File: config.mk
export PLATFORM = sky130hd
export DESIGN_NAME = spram_responder
export DESIGN_NICKNAME = d
export VERILOG_FILES = /design/src/rtl/spram_responder.sv
export SDC_FILE = /design/constraint.sdc
export NUM_CORES = 1
export LEC_CHECK = 0
export BUFFER_PORTS_ARGS = -buffer_cell sky130_fd_sc_hd__buf_2
export CAP_MARGIN = 30
export CELL_PAD_IN_SITES_DETAIL_PLACEMENT = 1
export CELL_PAD_IN_SITES_GLOBAL_PLACEMENT = 1
export CORE_UTILIZATION = 30
export CTS_CLUSTER_DIAMETER = 30
export DETAILED_ROUTE_END_ITERATION = 8
export PLACE_DENSITY_LB_ADDON = 0.25
export SYNTH_ARGS = -nofsm -noshare
export SYNTH_HDL_FRONTEND = slang
export SYNTH_SLANG_ARGS = --single-unit
File: constraint.sdc
create_clock -name clk -period 4.1 [get_ports clk]
set_clock_uncertainty 0.1 [all_clocks]
set_input_delay 0.615 -clock clk [delete_from_list [all_inputs] [get_ports clk]]
set_output_delay 0.615 -clock clk [all_outputs]
set_load 0.02 [all_outputs]
File: src/rtl/spram_responder.sv
// spram_responder: responder end of the single-port RAM bus.
// The array holds DEPTH words of DATA_WIDTH bits. After reset, a sequencer writes INIT_VALUE to
// every word. While it runs, busy is high and incoming requests are dropped. After that, the
// block serves one write or one read per cycle. Read data is registered, so it appears one
// cycle after the request.
//
// Ports:
//   clk        - single clock, all logic on posedge
//   reset      - asynchronous, active-high reset
//   write_enb  - write request
//   read_enb   - read request
//   address    - word address of the current request
//   data_in    - write data
//   data_out   - registered read data; holds its value when there is no read
//   data_valid - one-cycle strobe: data_out was loaded by a read on the last edge
//   busy       - high during reset and while the clear sequence runs
//   collision  - one-cycle pulse: both enables were high on an accepted edge
//   req_drop   - one-cycle pulse: a request arrived while busy
module spram_responder #(
  parameter int unsigned           DATA_WIDTH = 8,
  parameter int unsigned           ADDR_WIDTH = 5,
  parameter int unsigned           DEPTH      = 32,
  parameter logic [DATA_WIDTH-1:0] INIT_VALUE = 8'h00
) (
  input  logic                  clk,
  input  logic                  reset,
  input  logic                  write_enb,
  input  logic                  read_enb,
  input  logic [ADDR_WIDTH-1:0] address,
  input  logic [DATA_WIDTH-1:0] data_in,
  output logic [DATA_WIDTH-1:0] data_out,
  output logic                  data_valid,
  output logic                  busy,
  output logic                  collision,
  output logic                  req_drop
);

  localparam logic [0:0] StClear = 1'b0;
  localparam logic [0:0] StReady = 1'b1;

  localparam logic [ADDR_WIDTH-1:0] LastAddr = ADDR_WIDTH'(DEPTH - 1);

  logic [0:0]            state_q, state_d;
  logic [ADDR_WIDTH-1:0] clr_cnt_q, clr_cnt_d;
  logic                  busy_q, busy_d;
  logic [DATA_WIDTH-1:0] data_out_q, data_out_d;
  logic                  data_valid_q, data_valid_d;
  logic                  collision_q, collision_d;
  logic                  req_drop_q, req_drop_d;

  // Storage has no reset; the clear sequencer initialises it.
  logic [DATA_WIDTH-1:0] mem_q [DEPTH];

  logic                  mem_we;
  logic [ADDR_WIDTH-1:0] mem_waddr;
  logic [DATA_WIDTH-1:0] mem_wdata;

  always_comb begin
    state_d      = state_q;
    clr_cnt_d    = clr_cnt_q;
    busy_d       = busy_q;
    data_out_d   = data_out_q;
    data_valid_d = 1'b0;
    collision_d  = 1'b0;
    req_drop_d   = 1'b0;
    mem_we       = 1'b0;
    mem_waddr    = address;
    mem_wdata    = data_in;

    case (state_q)
      StClear: begin
        // Clock edges that arrive while reset is held write INIT_VALUE to word 0. This is
        // harmless because the sequence restarts there after reset is released.
        mem_we     = 1'b1;
        mem_waddr  = clr_cnt_q;
        mem_wdata  = INIT_VALUE;
        req_drop_d = write_enb | read_enb;
        clr_cnt_d  = clr_cnt_q + ADDR_WIDTH'(1);
        if (clr_cnt_q == LastAddr) begin
          busy_d  = 1'b0;
          state_d = StReady;
        end
      end
      StReady: begin
        // On a collision, the write is performed and the read is discarded.
        mem_we      = write_enb;
        collision_d = write_enb & read_enb;
        if (read_enb && !write_enb) begin
          data_out_d   = mem_q[address];
          data_valid_d = 1'b1;
        end
      end
      default: begin
        state_d = StClear;
      end
    endcase
  end

  always_ff @(posedge clk or posedge reset) begin
    if (reset) begin
      state_q      <= StClear;
      clr_cnt_q    <= '0;
      busy_q       <= 1'b1;
      data_out_q   <= '0;
      data_valid_q <= 1'b0;
      collision_q  <= 1'b0;
      req_drop_q   <= 1'b0;
    end else begin
      state_q      <= state_d;
      clr_cnt_q    <= clr_cnt_d;
      busy_q       <= busy_d;
      data_out_q   <= data_out_d;
      data_valid_q <= data_valid_d;
      collision_q  <= collision_d;
      req_drop_q   <= req_drop_d;
    end
  end

  always_ff @(posedge clk) begin
    if (mem_we) begin
      mem_q[mem_waddr] <= mem_wdata;
    end
  end

  assign data_out   = data_out_q;
  assign data_valid = data_valid_q;
  assign busy       = busy_q;
  assign collision  = collision_q;
  assign req_drop   = req_drop_q;

endmodule

==> impl_metrics.json <==
{
  "status": "finished, final reports clean",
  "drt_iter0_drc": 349,
  "grt_max_degree": 38,
  "cp_data_arrival_time_ns": 3.01,
  "rows": 69,
  "slew_headroom_pct": 38.1,
  "grt_antenna_before_repair": 0,
  "wl_mm": 26.8,
  "coreArea_sq_mm": 0.0358,
  "gp_congestion": 0.756,
  "synth_edf_count": 256,
  "grt.overflow.total": 0,
  "crit_type": "flop to flop",
  "yosysMostFrequentCell": "edfxtp_1",
  "cts_tree": "done",
  "drt-vias-per-instance": 4.93,
  "grt_pass1_vias": 6265,
  "n_antenna_cell": 0,
  "syn2layout_area_growth_pct": 20.5,
  "synthXorXnorAreaFrac_pct": 0.239,
  "finalNonFillerCells": 1194,
  "ys_types": 38,
  "cts_setup_buffers": 0,
  "hp-class": "primary input to asynchronous set/reset pin",
  "nets": 713,
  "synth_commonest_cells": "edfxtp_1, mux2i_1, nor2_1",
  "cts_resized": 0,
  "track_usage_pct": 14.4,
  "synthTopCellsByArea": "edfxtp_1, mux2i_1, dfrtp_1, a22oi_1, nor2_1",
  "yosys_warnings": 0,
  "start_kind": "flop",
  "fmax_mhz": 340,
  "die_w_um": 193,
  "pre_cts_slack_ns": 1.10,
  "yosysSeqAreaShare_pct": 74.0,
  "clk_latency_ns": 0.54,
  "min_period_ns": 2.94,
  "critPathRequiredTime_ns": 4.17,
  "ys_ff_latch": 274,
  "die_h_um": 193,
  "cts_sinks": 274,
  "vias": 5884,
  "dpl.cell_count": 1105,
  "setup_viol": 0,
  "synth_simple_gate_area_share_pct": 3.54,
  "yosys_most_used_dff": "edfxtp_1",
  "synthCells": 636,
  "fin_area_sq_mm": 0.0132,
  "root_buffer": "clkbuf_16",
  "worstMarginPinSlew_ns": 0.929,
  "drt-wirelength-per-cell_um": 22.5,
  "cts_htree_levels": 2,
  "port_buffers": 28,
  "synth_top_area_cell": "edfxtp_1",
  "ir_drop_uv": 329,
  "first_pass_iters": 4,
  "critical_path.startpoint": "state_q$_DFF_PP0_",
  "slew_violations": 0,
  "finalCritPeriodShare_pct": 71.8,
  "holdBufCountCts": 0,
  "num_io_pins": 29,
  "clkTransAtPathRegs_ns": 0.05,
  "p_per_area_mw_per_mm2": 562,
  "leakage_nw": 4.71,
  "syn_avg_cell_area_sq_um": 17.3,
  "synthAdderAreaFrac_pct": 0.228,
  "rsz0062_at_grt": "false",
  "path_max_fanout": 28,
  "grt_pass1_wl_mm": 40.2,
  "cts-buffers-inserted": 48,
  "maxCapViolations": 0,
  "p_total_mw": 7.44,
  "die-area_sq_mm": 0.0374,
  "holdWs_ns": 0.130,
  "synth_compound_area_share_pct": 7.61,
  "fill_cells": 3512,
  "syn_nets": 655,
  "worst_setup_path_end_kind": "flop",
  "synthMuxAreaShare_pct": 12.0,
  "place_hpwl_mm": 16.8,
  "cts.path.max_buffers": 3,
  "fin_tns_setup_ns": 0,
  "yosysTopAreaCellShare_pct": 69.9,
  "reg2reg_setup_slack_ns": 1.16,
  "drive_above_1_share_pct": 19.5,
  "setup_slack_ns": 1.16,
  "synth_top_family_by_area": "multiplexers",
  "drc_errors": 0,
  "hold_viol": 0,
  "utilization_pct": 37.0,
  "r2r_start": "state_q$_DFF_PP0_",
  "syn_area_sq_mm": 0.0110,
  "initial_core_util_pct": 30.7,
  "ant_nets": 0,
  "placed_cell_area_sq_mm": 0.0116,
  "synthArstFlopShare_pct": 6.57
}
==> power by group <==
group | leakage, nW | internal [mW] | switching, mW | total [mW]
logic | 1.39 | 0.108 | 0.236 | 0.344
clock network | 0.794 | 2.67 | 1.33 | 4.00
registers | 2.53 | 3.09 | 0.00963 | 3.10
==> cells in the final DEF, fill, tap and decap left out, types with 4 or more instances in the layout <==
cell / n
a21oi_1: 19
a221oi_1: 8
a221oi_2: 8
a22o_1: 16
a22oi_1: 32
and2_1: 4
and2_2: 5
buf_2: 27
buf_4: 15
bufinv_16: 7
clkbuf_1: 7
clkbuf_16: 50
clkinv_1: 6
clkinv_2: 7
clkinvlp_4: 5
dfrtp_1: 17
edfxtp_1: 256
inv_1: 4
mux2i_1: 128
nand2_1: 13
nor2_1: 38
o22ai_1: 8
o41ai_1: 6
==> state kept, by name, summed over array words and instances, names as in the netlist <==
signal / cells
mem_q: 256
collision: 1
state_q: 1
busy: 1
data_out: 8
data_valid: 1
req_drop: 1
clr_cnt_q: 5
==> path summary, 6_finish.rpt <==
| path | endpoint | depth (start not counted) |
|---|---|---|
| worst max-delay path | mem_q[0][6]$_DFFE_PP_ | 4 |
| worst min-delay path | state_q$_DFF_PP0_ | 2 |
| worst max register to register | mem_q[0][6]$_DFFE_PP_ | 4 |
| worst min register to register | data_out[4]$_DFFE_PP0P_ | 2 |
| max in group asynchronous | data_out[6]$_DFFE_PP0P_ | 2 |
| min in group clk | req_drop$_DFF_PP0_ | 3 |
==> logic make-up (layout without fill, tap and decap cells) <==
group | after synthesis | in the layout
and+or+nand+nor | 83 | 83
buffers and inverters | 39 | 136
DFF | 274 | 274
AOI/OAI and AO/OA | 104 | 104
xor gates and xnor gates | 3 | 3
muxes | 131 | 131
adders and majority gates | 2 | 2
==> area by class of cell <==
cell class / count / area [sq um] / area share (%)
sequential: 274 / 8140 / 61.4
multi-input combinational: 323 / 2610 / 19.7
clock buffer: 57 / 1280 / 9.64
tap: 461 / 577 / 4.35
clock inverter: 32 / 374 / 2.82
timing repair buffer: 43 / 259 / 1.96
inverter: 4 / 15.0 / 0.113
==> worst max-delay path, stage by stage, from the launching register on <==
cell and delay, ns:
dfrtp_1 0.85, mux2_2 0.51, a211oi_1 0.28, nand2_1 0.19, nor2_1 0.63
==> layer usage <==
layer	global-route usage (%)	vias to the layer above	routed length, um
li1	-	2661	-
met1	18.9	3046	12000
met2	24.4	129	13300
met3	2.02	48	927
met4	4.95	0	619
met5	0	-	0
Note: power is estimated with default switching activity, not from simulation.
